## config.mk

```make
export PLATFORM = sky130hd
export DESIGN_NAME = cpu_sequencer
export DESIGN_NICKNAME = d
export VERILOG_FILES = /design/src/rtl/jsilicon_pkg.sv /design/src/rtl/cpu_sequencer_tx_watchdog.sv /design/src/rtl/cpu_sequencer.sv
export SDC_FILE = /design/constraint.sdc
export NUM_CORES = 1
export LEC_CHECK = 0
export BUFFER_PORTS_ARGS = -buffer_cell sky130_fd_sc_hd__clkbuf_2
export CORE_MARGIN = 1
export CORE_UTILIZATION = 40
export CTS_CLUSTER_SIZE = 28
export DETAILED_ROUTE_END_ITERATION = 16
export PLACE_DENSITY_LB_ADDON = 0.25
export SLEW_MARGIN = 10
export SYNTH_ARGS = -nofsm -noshare
export SYNTH_HDL_FRONTEND = slang
export SYNTH_HIERARCHICAL = 1
export SYNTH_SLANG_ARGS = --single-unit
```

## constraint.sdc

```tcl
create_clock -name clock -period 6.3 [get_ports clock]
set_input_delay 0.945 -clock clock [delete_from_list [all_inputs] [get_ports clock]]
set_output_delay 0.945 -clock clock [all_outputs]
set_load 0.02 [all_outputs]
```

## src/rtl/jsilicon_pkg.sv

```systemverilog
// jsilicon_pkg: shared encodings and defaults for the Jsilicon CPU sequencer.
// The eight main states fit in three bits; ERROR and HOLD need a fourth bit
// and report their low three bits on the debug state bus.
package jsilicon_pkg;

  localparam int unsigned TX_TIMEOUT_DEFAULT = 4096;
  localparam int unsigned CNT_W_DEFAULT      = 16;
  localparam int unsigned STATE_W            = 4;

  typedef enum logic [STATE_W-1:0] {
    ST_IDLE    = 4'd0,
    ST_FETCH   = 4'd1,
    ST_DECODE  = 4'd2,
    ST_EXEC    = 4'd3,
    ST_WB      = 4'd4,
    ST_REPORT  = 4'd5,
    ST_WAIT_TX = 4'd6,
    ST_NEXT    = 4'd7,
    ST_ERROR   = 4'd8,   // debug code 3'b000, distinguished by fault
    ST_HOLD    = 4'd15   // debug code 3'b111, only reachable with single-step
  } seq_state_t;

  // Counter width able to hold timeout-1; never narrower than one bit.
  function automatic int unsigned wd_width(input int unsigned timeout);
    return (timeout > 1) ? $clog2(timeout) : 1;
  endfunction

  // States in which an instruction is in flight.
  function automatic logic is_active(input seq_state_t s);
    return !((s == ST_IDLE) || (s == ST_ERROR) || (s == ST_HOLD));
  endfunction

endpackage

```

## src/rtl/cpu_sequencer_tx_watchdog.sv

```systemverilog
// tx_watchdog: clearable, enable-gated down-counter bounding the UART wait.
// Loaded with timeout-1 on clear; tc is high once the load has been counted off.
module tx_watchdog
  import jsilicon_pkg::*;
#(
  parameter int unsigned TIMEOUT = TX_TIMEOUT_DEFAULT
) (
  input  logic clock,
  input  logic rst_n,
  input  logic ena,
  input  logic clr,
  input  logic cnt_en,
  output logic tc
);

  localparam int unsigned CW = wd_width(TIMEOUT);
  localparam logic [CW-1:0] LOAD = CW'(TIMEOUT - 1);

  logic [CW-1:0] remaining;

  // Reload on clear, otherwise count down while the sequencer is waiting; ena freezes it.
  always_ff @(posedge clock or negedge rst_n) begin
    if (!rst_n) begin
      remaining <= LOAD;
    end else if (ena) begin
      if (clr) begin
        remaining <= LOAD;
      end else if (cnt_en && (remaining != '0)) begin
        remaining <= remaining - CW'(1);
      end
    end
  end

  assign tc = (remaining == '0);

endmodule

```

## src/rtl/cpu_sequencer.sv

```systemverilog
// cpu_sequencer: per-instruction fetch/decode/execute/write-back/report
// controller for the Jsilicon CPU datapath.
// Build option: define SEQ_SINGLE_STEP_EN to add the step input and HOLD state.
//
//   state    | meaning
//   ---------+------------------------------------------------------------
//   IDLE     | manual mode, waiting for mode=1
//   FETCH    | ir_load pulse
//   DECODE   | decoder outputs settle
//   EXEC     | capture wb_data into uart_data, branch on write_enable
//   WB       | reg_we pulse, watchdog reload
//   REPORT   | wait for UART idle, then uart_start pulse
//   WAIT_TX  | wait for busy to rise, then to fall
//   NEXT     | pc_ena / instruction_finished pulse, retired count
//   HOLD     | single-step only: wait for step
//   ERROR    | UART timeout, sticky until reset
module cpu_sequencer
  import jsilicon_pkg::*;
#(
  parameter int unsigned TX_TIMEOUT = TX_TIMEOUT_DEFAULT,
  parameter int unsigned CNT_W      = CNT_W_DEFAULT
) (
  input  logic             clock,
  input  logic             rst_n,
  input  logic             ena,
  input  logic             mode,
  input  logic             alu_enable,
  input  logic             write_enable,
  input  logic [7:0]       wb_data,
  input  logic             uart_busy,
`ifdef SEQ_SINGLE_STEP_EN
  input  logic             step,
`endif
  output logic             ir_load,
  output logic             reg_we,
  output logic             uart_start,
  output logic [7:0]       uart_data,
  output logic             pc_ena,
  output logic             instruction_finished,
  output logic             busy,
  output logic             fault,
  output logic [2:0]       state,
  output logic [CNT_W-1:0] retired
);

  seq_state_t       st;
  logic             tx_seen_busy;
  logic [7:0]       uart_data_q;
  logic [CNT_W-1:0] retired_q;
  logic             wd_clr;
  logic             wd_cnt_en;
  logic             wd_tc;
  logic             unused_alu_enable;

  // The ALU/operand mux upstream already folds alu_enable into wb_data.
  assign unused_alu_enable = alu_enable;

  assign wd_clr    = (st == ST_WB);
  assign wd_cnt_en = (st == ST_REPORT) || (st == ST_WAIT_TX);

  tx_watchdog #(
    .TIMEOUT (TX_TIMEOUT)
  ) u_tx_watchdog (
    .clock  (clock),
    .rst_n  (rst_n),
    .ena    (ena),
    .clr    (wd_clr),
    .cnt_en (wd_cnt_en),
    .tc     (wd_tc)
  );

  // Instruction-cycle state machine plus the registers it owns.
  always_ff @(posedge clock or negedge rst_n) begin
    if (!rst_n) begin
      st           <= ST_IDLE;
      tx_seen_busy <= 1'b0;
      uart_data_q  <= '0;
      retired_q    <= '0;
    end else if (ena) begin
      case (st)
        ST_IDLE: begin
          if (mode) st <= ST_FETCH;
        end
        ST_FETCH: begin
          st <= ST_DECODE;
        end
        ST_DECODE: begin
          st <= ST_EXEC;
        end
        ST_EXEC: begin
          uart_data_q <= wb_data;
          st          <= write_enable ? ST_WB : ST_NEXT;
        end
        ST_WB: begin
          st <= ST_REPORT;
        end
        ST_REPORT: begin
          if (wd_tc) begin
            st <= ST_ERROR;
          end else if (!uart_busy) begin
            tx_seen_busy <= 1'b0;
            st           <= ST_WAIT_TX;
          end
        end
        ST_WAIT_TX: begin
          if (wd_tc) begin
            st <= ST_ERROR;
          end else if (!tx_seen_busy) begin
            if (uart_busy) tx_seen_busy <= 1'b1;
          end else if (!uart_busy) begin
            st <= ST_NEXT;
          end
        end
        ST_NEXT: begin
          if (retired_q != '1) retired_q <= retired_q + CNT_W'(1);
`ifdef SEQ_SINGLE_STEP_EN
          st <= ST_HOLD;
`else
          st <= mode ? ST_FETCH : ST_IDLE;
`endif
        end
`ifdef SEQ_SINGLE_STEP_EN
        ST_HOLD: begin
          if (step) st <= mode ? ST_FETCH : ST_IDLE;
        end
`endif
        ST_ERROR: begin
          st <= ST_ERROR;
        end
        default: begin
          st <= ST_ERROR;
        end
      endcase
    end
  end

  // Strobes are state decodes gated by ena so a stalled pulse reappears on resume.
  // uart_start also waits for an idle UART and is suppressed once the watchdog expires.
  assign ir_load              = ena && (st == ST_FETCH);
  assign reg_we               = ena && (st == ST_WB);
  assign uart_start           = ena && (st == ST_REPORT) && !uart_busy && !wd_tc;
  assign pc_ena               = ena && (st == ST_NEXT);
  assign instruction_finished = pc_ena;

  assign uart_data = uart_data_q;
  assign busy      = is_active(st);
  assign fault     = (st == ST_ERROR);
  assign state     = st[2:0];
  assign retired   = retired_q;

  // A transmit request must never overlap a busy transmitter.
  a_no_start_when_busy: assert property (
    @(posedge clock) disable iff (!rst_n) !(uart_start && uart_busy)
  );

  // At most one strobe per cycle: each belongs to a different state.
  a_strobes_exclusive: assert property (
    @(posedge clock) disable iff (!rst_n) $onehot0({ir_load, reg_we, uart_start, pc_ena})
  );

endmodule
```

==> metrics.yaml, run 1 <==
global_route:
  antenna_found_initial: 0
  grt_max_degree: 42
  grt_pass1_vias: 1820
  grt_usage: 0.171
  overflow: 0
  grt_pass1_wl_um: 8570
floorplanning:
  die_w_um: 81.0
  ios: 49
  core_area_mm2: 0.00596
  rows: 28
  start_util: 0.419
  die_area_mm2: 0.00656
  fp.dieH_um: 81.0
routing:
  antenna_left: 0
  wl_per_cell_um: 14.2
  vias_per_cell: 5.53
  drtIter0Drc: 70
  totalWireLength_um: 4970
  dr.pass1.iters: 4
  num_vias: 1937
  drcViolationCount: 0
hold_path:
  min_to: "u_tx_watchdog/remaining[6]"
  min_path_cells: 2
  hold_path.class: "flop to flop"
  hp-start: "u_tx_watchdog/remaining[6]"
finish:
  fillers: 566
  drive_gt1_frac: 0.382
  fin_nets: 292
  antenna_cells: 0
  area.growth.synth_to_final_pct: 13.6
sta:
  period_share: 0.495
  rsz0062_at_grt: "false"
  finalCriticalPeriod_ns: 3.12
  max_slew.worst_pin.slew_ns: 0.974
  slew_headroom: 0.346
  finalHoldViolCount: 0
  slew_viol_final: 0
  setup_viol: 0
  fmax_mhz: 320
  fin_setup_tns_ns: 0
  finClkSkew_ns: 0.00720
cts:
  cts_hold_buf: 0
  htreeDepth: 2
  clkTransAtPathRegs_ns: 0.08
  cts_root_buf: "clkbuf_8"
  post_cts_buffers: 0
  numCtsBuffers: 5
  clock_sinks: 41
  cts_max_path_buffers: 2
  cts_tree: "built"
  cts_resized: 0
  insertion_delay_ns: 0.29
setup_path:
  r2r_end: "u_tx_watchdog/remaining[10]"
  ff2ff_path_depth: 6
  critical_path_class: "flop to output port"
  r2r_start: "st[1]"
  crit_fanout: 13
  crit_slowest_cell: "dfstp_2"
  start_kind: "flop"
  required_ns: 5.35
  crit_buf_inv: 3
  arrival_ns: 2.18
  crit_path_end_kind: "output port"
  regToRegSetupSlack_ns: 3.72
  path_cells: "inv_1, ha_1, and2b_2, nand4_4, inv_2, nor3_1, and3_1, clkbuf_2"
  crit_family: "simple AND/OR/NAND/NOR gates"
  crit_path_max_incr_delay_ns: 0.57
yosys:
  synthMuxAreaShare: 0.0496
  synth_area_leaders: "dfrtp_1 29%, dfstp_2 13%, xor2_1 4.6%, mux2_2 4.5%, nor2_1 3.5%"
  synth-edff-count: 0
  seq_area_frac_synth: 0.417
  avgSynthCellArea_um2: 10.6
  synth-compound-area-share: 0.132
  synth_xor_area_frac: 0.0491
  netlist_instances: 235
  synth-seq-cells: 41
  synth.distinct_cells: 61
  synth_adder_area_share: 0.0191
  synthSimpleGateAreaFrac: 0.279
  synthFlopType: "dfrtp_1"
  syn_area_mm2: 0.00249
  yosysWarnings: 6
  syn_nets: 253
  yosys.area.top_type: "dfrtp_1"
  ys_async_sr_fraction: 1.00
  synth_top_family_by_area: "simple AND/OR/NAND/NOR gates"
  yosysTopAreaCellShare: 0.291
placement:
  hpwl_um: 3520
  portBuffers: 47
  routabilityCongestion: 0.770
power:
  finalPower_mw: 1.10
  pwr-share-comb: 0.395
  power-per-cell-area_mw_per_mm2: 389
  peakVddDrop_uv: 226
  pwr-share-seq: 0.416
  leakage_nw: 1.30
  net-switching-power_mw: 0.444
  pwr-share-clk: 0.190
  cellInternalPower_mw: 0.659
  sw_frac_of_total: 0.402
status:
  status: "complete, no violations"
flow_run:
  maxCapViolations: 0
-- power groups by stage --
stage | clock network [mW] | registers [mW] | logic, mW
2_1_floorplan | 0 | 0.473 | 0.330
3_3_place_gp | 0 | 0.460 | 0.431
3_5_place_dp | 0 | 0.462 | 0.439
4_1_cts | 0.219 | 0.459 | 0.440
5_1_grt | 0.233 | 0.476 | 0.481
6_report | 0.209 | 0.458 | 0.435
-- cells in the mapped netlist (2+ instances only) --
library cell   n
mux2_2        10
nor3b_1        4
nand2b_1       2
nand2_1        9
inv_1          6
nor2_1        23
and3_1         7
o21ai_0        8
ha_1           3
nor4_4         3
buf_4          4
nor4b_2        2
clkbuf_1       6
nand3_1        3
and2_1         5
nand4_1        9
a41o_1         2
or2_2          3
a311oi_1       5
a31o_2         2
dfrtp_1       29
dfstp_2       12
xor2_1        13
nor3_1        11
and4b_1        2
o41ai_1        2
buf_6          4
nor4_1         2
nor4_2         2
buf_2          2
a211oi_1       3
nor3_2         3
a21oi_1        6
-- area by class of cell --
cell class | count | area [µm²] | area share
Tap cell | 75 | 93.8 | 0.0331
Multi-Input combinational cell | 171 | 1320 | 0.466
Timing Repair Buffer | 48 | 243 | 0.0856
Clock buffer | 6 | 72.6 | 0.0256
Inverter | 7 | 26.3 | 0.00927
Clock inverter | 2 | 38.8 | 0.0137
Sequential cell | 41 | 1040 | 0.367
-- cell usage in the layout (no fill, tap or decap), types with 6 or more instances in the layout --
cell type / instances
a21oi_1: 6
and3_1: 7
clkbuf_2: 47
dfrtp_1: 29
dfstp_2: 12
inv_1: 6
mux2_2: 10
nand2_1: 9
nand4_1: 9
nor2_1: 23
nor3_1: 11
o21ai_0: 8
xor2_1: 13
-- how the worst max path moves through the flow --
stage,depth (start not counted),endpoint,slack (ns),from
6_report,8,uart_start,3.18,u_tx_watchdog/remaining[0]
5_1_grt,8,uart_start,3.04,u_tx_watchdog/remaining[0]
4_1_cts,8,uart_start,3.15,u_tx_watchdog/remaining[0]
3_5_place_dp,5,pc_ena,3.19,ena
3_3_place_gp,5,pc_ena,3.20,ena
2_1_floorplan,8,uart_start,3.62,u_tx_watchdog/remaining[0]
-- through the flow --
step / setup slack, ns / util / hold WS [ns] / instance area (µm²) / cells
4_1_cts: 3.15 / 0.476 / 0.499 / 2840 / 350
3_3_place_gp: 3.20 / 0.457 / 0.483 / 2720 / 342
2_1_floorplan: 3.62 / - / 0.468 / 2490 / 235
3_5_place_dp: 3.19 / 0.457 / 0.488 / 2720 / 342
6_report: 3.18 / 0.476 / 0.501 / 2840 / 350
5_1_grt: 3.04 / 0.476 / 0.522 / 2840 / 350
-- kinds of logic (layout without fill, tap and decap cells) --
| logic type | Yosys count | in the layout |
|---|---|---|
| adder cells (fa/ha/maj) | 4 | 4 |
| AND/OR/NAND/NOR | 104 | 104 |
| AO/OA/AOI/OAI | 38 | 38 |
| flip-flops | 41 | 41 |
| multiplexers | 11 | 11 |
| buffers and inverters | 23 | 63 |
| XOR/XNOR | 14 | 14 |
-- routing by layer --
layer	share of wire	track usage
met5	0	0
met4	0.0050	0.0375
met3	0.043	0.0539
met2	0.47	0.281
met1	0.48	0.218
-- worst reg2reg max path: stages (launching register included) --
cell and delay, ns:
dfrtp_1 0.52, or2_2 0.41, nor2_1 0.65, nor2b_1 0.34
and3_1 0.29, a31o_2 0.23, nor2_1 0.08
-- flip-flops by register name, indices dropped and copies added (netlist names) --
name	count
u_tx_watchdog/remaining	12
uart_data	8
retired	16
tx_seen_busy	1
st	4
Note: power is estimated with default switching activity, not from simulation.
==> run 2, diff against run 1 <==
clock period = 3 ns   (was 6.3 ns; I/O delays follow)
==> run 2 against run 1 <==
Compared with the run above:
- routed wire length shrank 0.87%
- critical path type unchanged
- critical path depth shrank 2
- power grew 120%
- critical endpoint unchanged
- via count grew 0.31%
- sequential share of layout area shrank 0.67 points
- non-clock buffer count grew 4
==> metrics.yaml, run 2 (same netlist as run 1, synthesis figures left out) <==
floorplanning:
  die_w_um: 81.0  # unchanged
  die_area_mm2: 0.00656  # unchanged
  ios: 49  # unchanged
  fp.dieH_um: 81.0  # unchanged
  start_util: 0.419  # unchanged
  core_area_mm2: 0.00596  # unchanged
  rows: 28  # unchanged
cts:
  cts_resized: 0  # unchanged
  clock_sinks: 41  # unchanged
  insertion_delay_ns: 0.28  # was 0.29 ns
  clkTransAtPathRegs_ns: 0.08  # about the same
  cts_tree: "built"  # unchanged
  post_cts_buffers: 0  # unchanged
  cts_hold_buf: 0  # unchanged
  cts_root_buf: "clkbuf_8"  # unchanged
  cts_max_path_buffers: 2  # unchanged
  htreeDepth: 2  # unchanged
  numCtsBuffers: 5  # unchanged
routing:
  totalWireLength_um: 4930  # was 4970 µm
  drcViolationCount: 0  # unchanged
  wl_per_cell_um: 13.9  # was 14.2 µm
  vias_per_cell: 5.49  # was 5.53
  num_vias: 1943  # was 1,937
  dr.pass1.iters: 4  # unchanged
  drtIter0Drc: 58  # was 70
  antenna_left: 0  # unchanged
setup_path:
  required_ns: 2.55  # was 5.35 ns
  critical_path_class: "flop to output port"  # unchanged
  crit_path_end_kind: "output port"  # unchanged
  start_kind: "flop"  # unchanged
  crit_slowest_cell: "nor3_1"  # was dfstp_2
  crit_fanout: 13  # unchanged
  crit_path_max_incr_delay_ns: 0.55  # was 0.57 ns
  cpMostUsedCell: "nor3_1"
  path_cells: "nor3_1, nand4_4, inv_2, nor3_1, and3_1, clkbuf_2"  # was inv_1, ha_1, and2b_2, nand4_4, inv_2, nor3_1, and3_1, clkbuf_2
  arrival_ns: 2.18  # about the same
power:
  power-per-cell-area_mw_per_mm2: 832  # was 389 mW/mm²
  pwr-share-seq: 0.401  # was 0.416
  net-switching-power_mw: 0.929  # was 0.444 mW
  pwr-share-clk: 0.216  # was 0.190
  sw_frac_of_total: 0.387  # was 0.402
  leakage_nw: 1.34  # was 1.30 nW
  pwr-share-comb: 0.382  # was 0.395
  cellInternalPower_mw: 1.47  # was 0.659 mW
  peakVddDrop_uv: 487  # was 226 µV
sta:
  fin_setup_tns_ns: 0  # unchanged
  finClkSkew_ns: 0.00399  # was 0.00720 ns
  slew_viol_final: 0  # unchanged
  hold_ws_ns: 0.258  # was 0.501 ns
  finalCriticalPeriod_ns: 2.63
  max_slew.worst_pin.slew_ns: 0.854  # was 0.974 ns
  finalHoldViolCount: 0  # unchanged
  fmax_mhz: 381
  rsz0062_at_grt: "false"  # unchanged
  setup_viol: 0  # unchanged
  period_share: 0.876
  slew_headroom: 0.431  # was 0.346
flow_run:
  maxCapViolations: 0  # unchanged
placement:
  portBuffers: 47  # unchanged
  hpwl_um: 3570  # was 3520 µm
  routabilityCongestion: 0.782  # was 0.770
finish:
  mostFrequentLayoutCells: "47 x clkbuf_2, 29 x dfrtp_1, 23 x nor2_1, 13 x xor2_1, 12 x dfstp_2"  # unchanged
  fin_nets: 296  # was 292
  antenna_cells: 0  # unchanged
  drive_gt1_frac: 0.394  # was 0.382
  largest_register_ffs: 16  # unchanged
  layout_commonest_cell: "clkbuf_2"  # unchanged
  area.growth.synth_to_final_pct: 15.7  # was 13.6%
global_route:
  antenna_found_initial: 0  # unchanged
  overflow: 0  # unchanged
  grt_max_degree: 35  # was 42
  grt_pass1_vias: 1785  # was 1,820
  grt_usage: 0.166  # was 0.171
  grt_pass1_wl_um: 8560  # was 8570 µm
hold_path:
  hold_path.class: "input port to asynchronous set/reset pin"  # was flop to flop
status:
  status: "complete, no violations"  # unchanged
[run 2: cell count changes in the layout (fill, tap and decap cells not counted)]
| cell | before | now |
|---|---|---|
| clkbuf_1 | 1 | 0 |
| buf_4 | 1 | 5 |
| clkinv_4 | 1 | 0 |
| bufinv_16 | 1 | 2 |
| clkinv_2 | 0 | 1 |
[run 2: metrics by stage]
step            util  power, mW  instance area, µm²  std cells  worst slack, ns
2_1_floorplan      -       1.69                2490        235            0.592
3_3_place_gp   0.462       1.89                2750        346            0.521
3_5_place_dp   0.462       1.90                2750        346            0.501
4_1_cts        0.485       2.43                2890        354            0.358
5_1_grt        0.485       2.57                2890        354            0.226
6_report       0.485       2.40                2890        354            0.373
[run 2: area by class of cell]
cell class	count	area, µm²
fill	566	3070
clock buffer	5	68.8
sequential	41	1040
clock inverter	3	65.1
multi-input combinational	171	1320
timing repair buffer	52	273
tap	75	93.8
inverter	7	26.3
[run 2: worst paths after layout]
| path | start | endpoint | slack [ns] | cells past startpoint |
|---|---|---|---|---|
| max | u_tx_watchdog/remaining[4] | uart_start | 0.37 | 6 |
| min | rst_n | st[0] | 0.26 | 1 |
| max reg2reg | u_tx_watchdog/remaining[0] | st[1] | 0.50 | 9 |
| min reg2reg | uart_data[7] | uart_data[7] | 0.51 | 1 |
| max in group asynchronous | rst_n | u_tx_watchdog/remaining[10] | 2.02 | 2 |
| min in group clock | wb_data[1] | uart_data[1] | 0.39 | 2 |
[run 2: per-layer routing]
metal / routed length, µm / global-route usage / vias up
met5: 0 / 0 / -
met4: 39 / 0.0429 / 0
met3: 199 / 0.0303 / 5
met2: 2330 / 0.262 / 40
met1: 2360 / 0.234 / 944
li1: - / - / 954
[run 2: power groups by stage]
stage	Combinational, mW	Clock, mW	Sequential (mW)
2_1_floorplan	0.694	0	0.992
3_5_place_dp	0.927	0	0.975
4_1_cts	0.930	0.539	0.965
5_1_grt	1.01	0.561	1.00
6_report	0.919	0.519	0.965
3_3_place_gp	0.915	0	0.971
[run 2: worst max-delay path, delay by kind of cell (launching register included)]
kind / cells / cell delay, ns
AND/OR/NAND/NOR: 4 / 1.07
buffers and inverters: 2 / 0.43
flip-flops: 1 / 0.39
